**config.mk**
```make
export PLATFORM = sky130hd
export DESIGN_NAME = rx_wr_tlp_sender
export DESIGN_NICKNAME = d
export VERILOG_FILES = /design/src/rtl/rx_wr_tlp_sender_pkg.sv /design/src/rtl/rx_wr_tlp_sender_mwr_hdr_gen.sv /design/src/rtl/rx_wr_tlp_sender.sv
export SDC_FILE = /design/constraint.sdc
export NUM_CORES = 1
export LEC_CHECK = 0
export ABC_CLOCK_PERIOD_IN_PS = 2500
export BUFFER_PORTS_ARGS = -buffer_cell sky130_fd_sc_hd__buf_2
export CAP_MARGIN = 20
export CORE_UTILIZATION = 53
export CTS_CLUSTER_DIAMETER = 50
export DETAILED_ROUTE_END_ITERATION = 6
export PLACE_DENSITY = 0.88
export RECOVER_POWER = 25
export SYNTH_ARGS = -nofsm -noshare
export SYNTH_HDL_FRONTEND = slang
export SYNTH_SLANG_ARGS = --single-unit
export TNS_END_PERCENT = 10
```
**constraint.sdc**
```tcl
create_clock -name trn_clk -period 2.5 [get_ports trn_clk]
set_input_delay 0.5 -clock trn_clk [delete_from_list [all_inputs] [get_ports trn_clk]]
set_output_delay 0.5 -clock trn_clk [all_outputs]
set_load 0.03 [all_outputs]
```
**src/rtl/rx_wr_tlp_sender_pkg.sv**
```systemverilog
// Shared TLP field codes and FSM encodings for the Rx-path write engine.
package rx_wr_tlp_sender_pkg;

   localparam logic [1:0] FMT_3DW_DATA = 2'b10;
   localparam logic [1:0] FMT_4DW_DATA = 2'b11;
   localparam logic [4:0] TYPE_MEM     = 5'b00000;
   localparam logic [9:0] MWR_LEN_DW   = 10'd2;
   localparam logic [7:0] TREM_64      = 8'h00;
   localparam logic [7:0] TREM_32      = 8'h0F;

   // One-hot encodings shared with the other TRN engines
   typedef enum logic [7:0] {
      ST_IDLE  = 8'h01,
      ST_BEAT0 = 8'h02,
      ST_BEAT1 = 8'h04,
      ST_BEAT2 = 8'h08
   } state_t;

endpackage

```
**src/rtl/rx_wr_tlp_sender_mwr_hdr_gen.sv**
```systemverilog
// Combinational Memory Write header former: builds DW0/DW1 of an MWr TLP.
module mwr_hdr_gen
   import rx_wr_tlp_sender_pkg::*;
(
   input  logic [2:0]  tc,
   input  logic [1:0]  attr,
   input  logic [9:0]  length,
   input  logic [15:0] req_id,
   input  logic [1:0]  fmt,
   output logic [31:0] dw0,
   output logic [31:0] dw1
);

   // TD/EP cleared, tag 0, both byte enables fully set
   assign dw0 = {1'b0, fmt, TYPE_MEM, 1'b0, tc, 4'b0000, 1'b0, 1'b0, attr, 2'b00, length};
   assign dw1 = {req_id, 8'h00, 4'hF, 4'hF};

endmodule

```
**src/rtl/rx_wr_tlp_sender.sv**
```systemverilog
// Rx-path engine emitting one 2-DW Memory Write TLP per arbiter grant on the TRN Tx port.
// Optional RX_WR_3DW_HDR_EN: use a 3DW header when the upper address word is zero.
module rx_wr_tlp_sender
   import rx_wr_tlp_sender_pkg::*;
#(
   parameter logic [2:0] TLP_TC   = 3'b000,
   parameter logic [1:0] TLP_ATTR = 2'b00
)(
   input  logic        trn_clk,
   input  logic        reset_n,
   input  logic        rx_turn,
   output logic        rx_driven,
   input  logic        req_valid,
   input  logic [63:0] req_addr,
   input  logic [63:0] req_data,
   output logic        req_ack,
   input  logic [15:0] cfg_completer_id,
   output logic [63:0] trn_td,
   output logic [7:0]  trn_trem_n,
   output logic        trn_tsof_n,
   output logic        trn_teof_n,
   output logic        trn_tsrc_rdy_n,
   output logic        trn_tsrc_dsc_n,
   input  logic        trn_tdst_rdy_n,
   input  logic [3:0]  trn_tbuf_av
);

   state_t        state_r;
   state_t        state_nxt_s;
   logic [63:2]   addr_r;
   logic [63:0]   data_r;
   logic          use3dw_r;
   logic          use3dw_s;
   logic          start_s;
   logic          beat_ok_s;
   logic [1:0]    fmt_s;
   logic [31:0]   hdr_dw0_s;
   logic [31:0]   hdr_dw1_s;
   logic [63:0]   beat1_s;
   logic [63:0]   beat2_s;
   logic [63:0]   td_d_s;
   logic [7:0]    trem_d_s;
   logic          sof_d_s;
   logic          eof_d_s;
   logic          srdy_d_s;
   logic          driven_d_s;
   logic          ack_d_s;
   logic          unused_s;

   assign unused_s       = ^{trn_tbuf_av[3:2], trn_tbuf_av[0], req_addr[1:0]};
   assign trn_tsrc_dsc_n = 1'b1;

   // A start is refused while the previous ack is still showing
   assign start_s   = rx_turn && req_valid && trn_tbuf_av[1] && !req_ack;
   assign beat_ok_s = !trn_tsrc_rdy_n && !trn_tdst_rdy_n;

`ifdef RX_WR_3DW_HDR_EN
   assign use3dw_s = (req_addr[63:32] == 32'h0000_0000);
`else
   assign use3dw_s = 1'b0;
`endif

   assign fmt_s = use3dw_s ? FMT_3DW_DATA : FMT_4DW_DATA;

   mwr_hdr_gen u_hdr_gen (
      .tc     (TLP_TC),
      .attr   (TLP_ATTR),
      .length (MWR_LEN_DW),
      .req_id (cfg_completer_id),
      .fmt    (fmt_s),
      .dw0    (hdr_dw0_s),
      .dw1    (hdr_dw1_s)
   );

   assign beat1_s = use3dw_r ? {addr_r[31:2], 2'b00, data_r[31:0]}
                             : {addr_r[63:32], addr_r[31:2], 2'b00};
   assign beat2_s = use3dw_r ? {data_r[63:32], 32'h0000_0000}
                             : {data_r[31:0], data_r[63:32]};

   // State register and request capture
   always_ff @(posedge trn_clk or negedge reset_n) begin
      if (!reset_n) begin
         state_r  <= ST_IDLE;
         addr_r   <= 62'd0;
         data_r   <= 64'd0;
         use3dw_r <= 1'b0;
      end else begin
         state_r <= state_nxt_s;
         if (start_s && (state_r == ST_IDLE)) begin
            addr_r   <= req_addr[63:2];
            data_r   <= req_data;
            use3dw_r <= use3dw_s;
         end
      end
   end

   // Next-state decode
   always_comb begin
      state_nxt_s = state_r;
      case (state_r)
         ST_IDLE:  if (start_s)   state_nxt_s = ST_BEAT0; else state_nxt_s = ST_IDLE;
         ST_BEAT0: if (beat_ok_s) state_nxt_s = ST_BEAT1; else state_nxt_s = ST_BEAT0;
         ST_BEAT1: if (beat_ok_s) state_nxt_s = ST_BEAT2; else state_nxt_s = ST_BEAT1;
         ST_BEAT2: if (beat_ok_s) state_nxt_s = ST_IDLE;  else state_nxt_s = ST_BEAT2;
         default:  state_nxt_s = ST_IDLE;
      endcase
   end

   // Next output values; everything holds unless a beat is accepted
   always_comb begin
      td_d_s     = trn_td;
      trem_d_s   = trn_trem_n;
      sof_d_s    = trn_tsof_n;
      eof_d_s    = trn_teof_n;
      srdy_d_s   = trn_tsrc_rdy_n;
      driven_d_s = rx_driven;
      ack_d_s    = 1'b0;
      case (state_r)
         ST_IDLE: begin
            if (start_s) begin
               td_d_s     = {hdr_dw0_s, hdr_dw1_s};
               trem_d_s   = TREM_64;
               sof_d_s    = 1'b0;
               eof_d_s    = 1'b1;
               srdy_d_s   = 1'b0;
               driven_d_s = 1'b1;
            end else begin
               driven_d_s = 1'b0;
            end
         end
         ST_BEAT0: begin
            if (beat_ok_s) begin
               td_d_s  = beat1_s;
               sof_d_s = 1'b1;
            end else begin
               sof_d_s = 1'b0;
            end
         end
         ST_BEAT1: begin
            if (beat_ok_s) begin
               td_d_s   = beat2_s;
               eof_d_s  = 1'b0;
               trem_d_s = use3dw_r ? TREM_32 : TREM_64;
            end else begin
               eof_d_s = 1'b1;
            end
         end
         ST_BEAT2: begin
            if (beat_ok_s) begin
               srdy_d_s   = 1'b1;
               eof_d_s    = 1'b1;
               trem_d_s   = TREM_64;
               driven_d_s = 1'b0;
               ack_d_s    = 1'b1;
            end else begin
               eof_d_s = 1'b0;
            end
         end
         default: begin
            srdy_d_s   = 1'b1;
            sof_d_s    = 1'b1;
            eof_d_s    = 1'b1;
            driven_d_s = 1'b0;
         end
      endcase
   end

   // Output registers
   always_ff @(posedge trn_clk or negedge reset_n) begin
      if (!reset_n) begin
         trn_td         <= 64'd0;
         trn_trem_n     <= TREM_64;
         trn_tsof_n     <= 1'b1;
         trn_teof_n     <= 1'b1;
         trn_tsrc_rdy_n <= 1'b1;
         rx_driven      <= 1'b0;
         req_ack        <= 1'b0;
      end else begin
         trn_td         <= td_d_s;
         trn_trem_n     <= trem_d_s;
         trn_tsof_n     <= sof_d_s;
         trn_teof_n     <= eof_d_s;
         trn_tsrc_rdy_n <= srdy_d_s;
         rx_driven      <= driven_d_s;
         req_ack        <= ack_d_s;
      end
   end

endmodule
```
==> results of run 1 <==
-- flip-flops by register name, summed over array words and instances, names as in the netlist --
| signal | cells |
|---|---|
| trn_teof_n | 1 |
| data_r | 64 |
| rx_driven | 1 |
| addr_r | 62 |
| trn_td | 64 |
| trn_tsrc_rdy_n | 1 |
| trn_tsof_n | 1 |
| req_ack | 1 |
| state_r | 4 |
-- cell type report --
cell class	instances	area, um2	share of cell area, %
flip-flops and latches	199	4980	45.9
repair buffers	240	1370	12.6
multi-input cells	444	3600	33.2
clock buffers	17	425	3.92
well taps	216	270	2.49
clock inverters	15	188	1.73
inverters	2	7.51	0.0692
-- final timing paths --
kind / startpoint / to / slack [ns] / cells past startpoint
max in group asynchronous: reset_n / rx_driven / 0.75 / 2
min in group asynchronous: reset_n / data_r[53] / 0.51 / 1
setup reg to reg: req_ack / trn_td[63] / 0.27 / 5
hold / removal: req_data[31] / data_r[31] / 0.30 / 2
hold reg to reg: trn_td[4] / trn_td[4] / 0.49 / 1
setup / recovery: req_ack / trn_td[63] / 0.27 / 5
-- through the flow --
step           util (%)  cells  area (um2)  total power, mW  hold WS [ns]
6_report           67.3   1133       10900             8.26         0.299
5_1_grt            67.3   1133       10900             8.61         0.278
4_1_cts            67.4   1133       10900             8.33        0.0810
3_5_place_dp       63.6   1101       10200             5.49         0.477
3_3_place_gp       63.6   1101       10200             5.40         0.465
2_1_floorplan         -    708        8920             4.99         0.204
-- synth_stat cells (7+ instances only) --
library cell and count:
buf_4 13, mux2_2 185, and2_1 16, o22ai_1 10, a21oi_1 7, nor4b_1 16, nand2_1 15, buf_1 8
clkbuf_1 25, nand3_1 32, dfrtp_1 195, a22oi_1 38, buf_2 11, nor2_1 46, o21ai_0 36
-- per-layer routing --
| metal | share of wire [%] | track usage (%) | up-vias |
|---|---|---|---|
| met1 | 40 | 31.7 | 3225 |
| met2 | 50 | 43.7 | 289 |
| met4 | 1.6 | 7.36 | 2 |
| li1 | - | - | 2899 |
| met3 | 8.4 | 8.53 | 32 |
| met5 | 0.060 | 0 | - |
-- report_power, final --
group | switching [mW] | leakage, nW | internal [mW]
clock network | 1.30 | 0.300 | 1.52
registers | 0.305 | 2.41 | 3.80
logic | 0.639 | 2.17 | 0.685
total | 2.25 | 4.88 | 6.01
-- critical path, cell delays in order, from the launching register on --
cell      delay [ns]
dfrtp_1         0.40
nand4b_1        0.31
or4_4           0.50
a21oi_4         0.23
buf_12          0.27
mux2_2          0.38
-- cell families (layout without fill, tap and decap cells) --
family                 after synthesis  count (layout)  synth area share, %
AO/OA/AOI/OAI                      100             100                 7.26
buffers and inverters               65             274                 3.95
AND/OR/NAND/NOR                    145             145                 8.58
flip-flops                         199             199                 56.1
other                                2               9               0.0845
multiplexers                       190             190                 24.1
==> impl_summary.txt, run 1 <==
----------------------------------------------------
[Layout]
  Layout cells sized above 1 ... 51.1%
  # nets final ... 1057
  Count of fill cells added during filler insertion ... 1196
  Ant diodes ... 0
  Commonest cells after routing, fill and taps aside ... buf_2, dfrtp_1, mux2_2
  Area grow syn2layout ... 22.0%
  Most common cell after layout, fill and taps aside ... buf_2

[STA]
  Setup TNS after final layout ... 0 ns
  Clock Skews ... 0.0109 ns
  Setup repair after global routing missed its margin ... no
  Final setup viols ... 0
  Setup slack after layout ... 0.272 ns
  Headroom to the max-slew limit ... -14.3%
  Final hold vios ... 0
  Post-layout min period ... 2.23 ns
  Slew at the pin closest to its max-slew limit ... 1.71 ns
  Post-route clock period utilization ... 89.1%
  Max Slew Vio Count ... 64
  Timing-limited maximum frequency ... 449 MHz

[Power and ir drop]
  Power density cells ... 761 mW/mm2
  Static leakage ... 4.88 nW
  Peak ir drop on the vdd network ... 0.645 mV

[Yosys]
  Number of enable-type register cells in the synthesized netlist ... 0
  Avg Inst Size Synth ... 12.7 um2
  Sequential share of the synthesized area ... 56.1%
  Most area-hungry cell type in the Yosys netlist ... dfrtp_1
  Biggest area contributors in the synthesized netlist ... dfrtp_1, mux2_2, a22oi_1, o21ai_0, nor2_1
  Top FF cell, synth ... dfrtp_1
  Unique masters post-synth ... 38
  Area share of the leading cell type in the synthesized netlist ... 54.9%
  Gate Count Post-Synth ... 701
  Fraction of registers with async set/reset ... 100%
  Yosys warnings ... 0
  Post-synth design cell area ... 0.00889 mm2
  Synth Register Bits ... 199

[Clocking]
  Clock tree from TritonCTS ... done
  Resized Gates After CTS ... 0
  Postcts setup bufs ... 0
  Clock transition time at the flip-flop clock pins of the worst setup and hold paths ... 0.08 ns
  Later-pin clock latency in the skew report ... 0.43 ns
  H-tree levels ... 4
  CTS root buf ... clkbuf_16
  Count of hold-fix buffers inserted at cts ... 0
  Num Clock Sinks ... 199
  Maximum buffer depth of the clock tree ... 2
  Inserted Clock Buffers ... 17

[Route]
  Wire per inst ... 19.0 um
  Remaining antenna violation count ... 0
  Via/cell ratio ... 5.69
  Total Routed Length ... 21500 um
  Drt drc ... 0
  Starting DRC count in detailed routing ... 533
  Total number of vias ... 6447
  Number of iterations in the first detailed-routing pass ... 5

[Placed design]
  IO Port Bufs ... 216
  Minimum setup slack after placement ... 0.174 ns
  RePlAce Congestion ... 0.847
  Half-perimeter wire length of the detailed placement result ... 14400 um

[Die]
  Standard cell core area ... 0.0161 mm2
  Die width ... 132 um
  Number of top-level design ports ... 231
  Placement row count ... 46
  Initial Util ... 55.2%
  Die extent in y ... 132 um
  Die Footprint ... 0.0173 mm2

[GRT]
  Initial antenna violation count ... 1
  Maximum number of pins on one net before global-route repair ... 66
  Number of global-route vias before repair ... 6785
  Tot GR Track Use ... 25.9%
  Total congestion overflow ... 0
  First-pass GRT wire length ... 35300 um

[Worst hold path]
  Tightest Hold Check Type ... in -> reg

[Run status]
  Violated checks ... max-capacitance violations, max-slew violations
  Result of the run ... finished, violations left

[Setup path]
  Startpoint-to-endpoint class of the critical path ... reg -> reg
  Critical Path RT ... 2.80 ns
  Setup crit end kind ... flop
  CP Data Arrival Time ... 2.53 ns
  Kind of launch point of the worst setup path ... flop
  Worst-path maximum fanout ... 40

[Run]
  Max-Cap Viols ... 1

----------------------------------------------------
No activity file was read; power rests on OpenSTA's default activity.
==> run 2: changes to the inputs <==
==> constraint.sdc (replaced) <==
create_clock -name trn_clk -period 2.5 [get_ports trn_clk]
set_input_delay 0.125 -clock trn_clk [delete_from_list [all_inputs] [get_ports trn_clk]]
set_output_delay 0.125 -clock trn_clk [all_outputs]
set_load 0.03 [all_outputs]
==> impl_summary.txt, run 2 (synthesis gave the netlist of run 1 again) <==
----------------------------------------------------
[Setup path]
  Library cell contributing the largest single delay on the critical path ... buf_4 (was or4_4)
  Register-to-Register Setup Slack ... 0.23 ns (was 0.27 ns)
  Highest cell delay on the worst timing path ... 0.54 ns (was 0.50 ns)
  CP Data Arrival Time ... 2.63 ns (was 2.53 ns)
  Cell occurring most often along the worst timing path ... buf_4
  Critical Path Source ... state_r[2] (was req_ack)
  Critical Path RT ... 2.86 ns (was 2.80 ns)
  Setup crit end kind ... flop (unchanged)
  Worst reg2reg startpoint ... state_r[2] (was req_ack)
  Cell breakdown of the critical path ... buf_4 -> nor2b_4 -> buf_4 -> a22oi_1 -> nor2_1 -> mux2_2 (was nand4b_1 -> or4_4 -> a21oi_4 -> buf_12 -> mux2_2)
  Kind of launch point of the worst setup path ... flop (unchanged)
  Reg-to-reg critical path endpoint ... trn_td[47] (was trn_td[63])
  Cells on worst reg2reg path ... 6 (was 5)
  Startpoint-to-endpoint class of the critical path ... reg -> reg (unchanged)
  Worst-path maximum fanout ... 54 (was 40)
  Kind of cell adding the most delay to the critical path ... buffers and inverters (was simple AND/OR/NAND/NOR gates)
  Count of buffering cells on the critical path with inverters included ... 2 (was 1)

[Die]
  Die width ... 132 um (unchanged)
  Initial Util ... 55.2% (unchanged)
  Standard cell core area ... 0.0161 mm2 (unchanged)
  Number of top-level design ports ... 231 (unchanged)
  Die extent in y ... 132 um (unchanged)
  Placement row count ... 46 (unchanged)
  Die Footprint ... 0.0173 mm2 (unchanged)

[STA]
  Final Hold Slack ... 0.0679 ns (was 0.299 ns)
  Post-route clock period utilization ... 90.6% (was 89.1%)
  Setup slack after layout ... 0.234 ns (was 0.272 ns)
  Timing-limited maximum frequency ... 441 MHz (was 449 MHz)
  Setup repair after global routing missed its margin ... no (unchanged)
  Max Slew Vio Count ... 84 (was 64)
  Headroom to the max-slew limit ... -36.2% (was -14.3%)
  Final hold vios ... 0 (unchanged)
  Clock Skews ... 0.0114 ns (was 0.0109 ns)
  Post-layout min period ... 2.27 ns (was 2.23 ns)
  Slew at the pin closest to its max-slew limit ... 2.04 ns (was 1.71 ns)
  Setup TNS after final layout ... 0 ns (unchanged)
  Final setup viols ... 0 (unchanged)

[GRT]
  Number of global-route vias before repair ... 7912 (was 6785)
  Maximum number of pins on one net before global-route repair ... 86 (was 66)
  Total congestion overflow ... 0 (unchanged)
  Initial antenna violation count ... 1 (unchanged)
  First-pass GRT wire length ... 40500 um (was 35300 um)
  Tot GR Track Use ... 29.9% (was 25.9%)

[Worst hold path]
  Worst Hold Path EP ... trn_tsrc_rdy_n (was data_r[31])
  Number of cells on the worst hold path ... 4 (was 2)
  Startpoint of the tightest hold check path ... trn_tdst_rdy_n (was req_data[31])
  Tightest Hold Check Type ... in -> reg (unchanged)

[Power and ir drop]
  Power after layout ... 8.44 mW (was 8.26 mW)
  Peak ir drop on the vdd network ... 0.463 mV (was 0.645 mV)
  Static leakage ... 5.28 nW (was 4.88 nW)
  Power density cells ... 701 mW/mm2 (was 761 mW/mm2)

[Clocking]
  CTS root buf ... clkbuf_16 (unchanged)
  H-tree levels ... 4 (unchanged)
  Clock transition time at the flip-flop clock pins of the worst setup and hold paths ... 0.07 ns (was 0.08 ns)
  Num Clock Sinks ... 199 (unchanged)
  Resized Gates After CTS ... 0 (unchanged)
  Clock tree from TritonCTS ... done (unchanged)
  Inserted Clock Buffers ... 17 (unchanged)
  Later-pin clock latency in the skew report ... 0.42 ns (was 0.43 ns)
  Maximum buffer depth of the clock tree ... 2 (unchanged)

[Placed design]
  IO Port Bufs ... 216 (unchanged)
  RePlAce Congestion ... 0.831 (was 0.847)
  Minimum setup slack after placement ... 0.317 ns (was 0.174 ns)
  Placed Cells ... 1099 (was 1101)
  Placed standard-cell area ... 0.0102 mm2 (about the same)
  Half-perimeter wire length of the detailed placement result ... 14200 um (was 14400 um)

[Run status]
  Result of the run ... finished, violations left (unchanged)
  Violated checks ... max-capacitance violations, max-slew violations (unchanged)

[Route]
  Routed length on met2 ... 12800 um (was 10800 um)
  Total Routed Length ... 24800 um (was 21500 um)
  Starting DRC count in detailed routing ... 327 (was 533)
  Wire per inst ... 19.7 um (was 19.0 um)
  Via/cell ratio ... 5.70 (was 5.69)
  Number of iterations in the first detailed-routing pass ... 5 (unchanged)
  Remaining antenna violation count ... 0 (unchanged)
  Met3 wire len ... 1700 um (was 1800 um)
  Wire length the detailed router placed on met1 ... 9560 um (was 8570 um)
  Total number of vias ... 7183 (was 6447)
  Top metal layer carrying routed signals ... met4 (was met5)
  Drt drc ... 0 (unchanged)

[Layout]
  Final Core Density ... 74.7% (was 67.3%)
  Final Cell Area ... 0.0120 mm2 (was 0.0109 mm2)
  Commonest cells after routing, fill and taps aside ... dfrtp_1, mux2_2, buf_2 (was buf_2, dfrtp_1, mux2_2)
  Area grow syn2layout ... 35.3% (was 22.0%)
  Layout cells sized above 1 ... 41.7% (was 51.1%)
  Number of standard cells in the final layout excluding fillers ... 1260 (was 1133)
  # nets final ... 1183 (was 1057)
  Regs by FF count ... data_r: 64 flops, trn_td: 64 flops, addr_r: 62 flops (unchanged)
  Most common cell after layout, fill and taps aside ... dfrtp_1 (was buf_2)

[Run]
  Max-Cap Viols ... 1 (unchanged)

----------------------------------------------------
## run 2: worst max-delay path by stage
stage | endpoint | slack [ns] | depth (start not counted)
2_1_floorplan | trn_td[10] | 0.32 | 6
3_3_place_gp | trn_td[62] | 0.33 | 5
3_5_place_dp | trn_td[54] | 0.32 | 5
4_1_cts | trn_td[49] | 0.30 | 5
5_1_grt | addr_r[37] | 0.12 | 2
6_report | trn_td[47] | 0.23 | 6
## run 2: power by group
group,internal [mW],total [mW],switching [mW],leakage [nW]
Clock,1.57,2.81,1.23,0.295
Combinational,0.798,1.50,0.702,2.57
Sequential,3.80,4.13,0.332,2.41
Total,6.17,8.44,2.27,5.28
## run 2: cell type report
class / count / area (um2)
timing repair buffer: 366 / 2550
inverter: 2 / 7.51
antenna: 1 / 2.50
clock buffer: 20 / 467
tap: 216 / 270
multi-input combinational: 444 / 3600
fill: 998 / 4080
clock inverter: 12 / 140
sequential: 199 / 4980
## run 2: worst min-delay path: cells and delay by family
family	cells	cell delay (ns)
AOI/OAI and AO/OA	3	0.25
buffers and inverters	1	0.10
## run 2: what timing repair did
| action | in CTS | in global routing |
|---|---|---|
| hold endpoints to repair | 204 | 0 |
| hold buffers | 127 | 0 |
| buffers inserted | 0 | 0 |
## run 2: routing by layer
layer	GRT usage, %	vias up
met3	6.37	67
met5	0	-
met1	34.9	3568
li1	-	3154
met4	13.4	0
met2	52.5	394
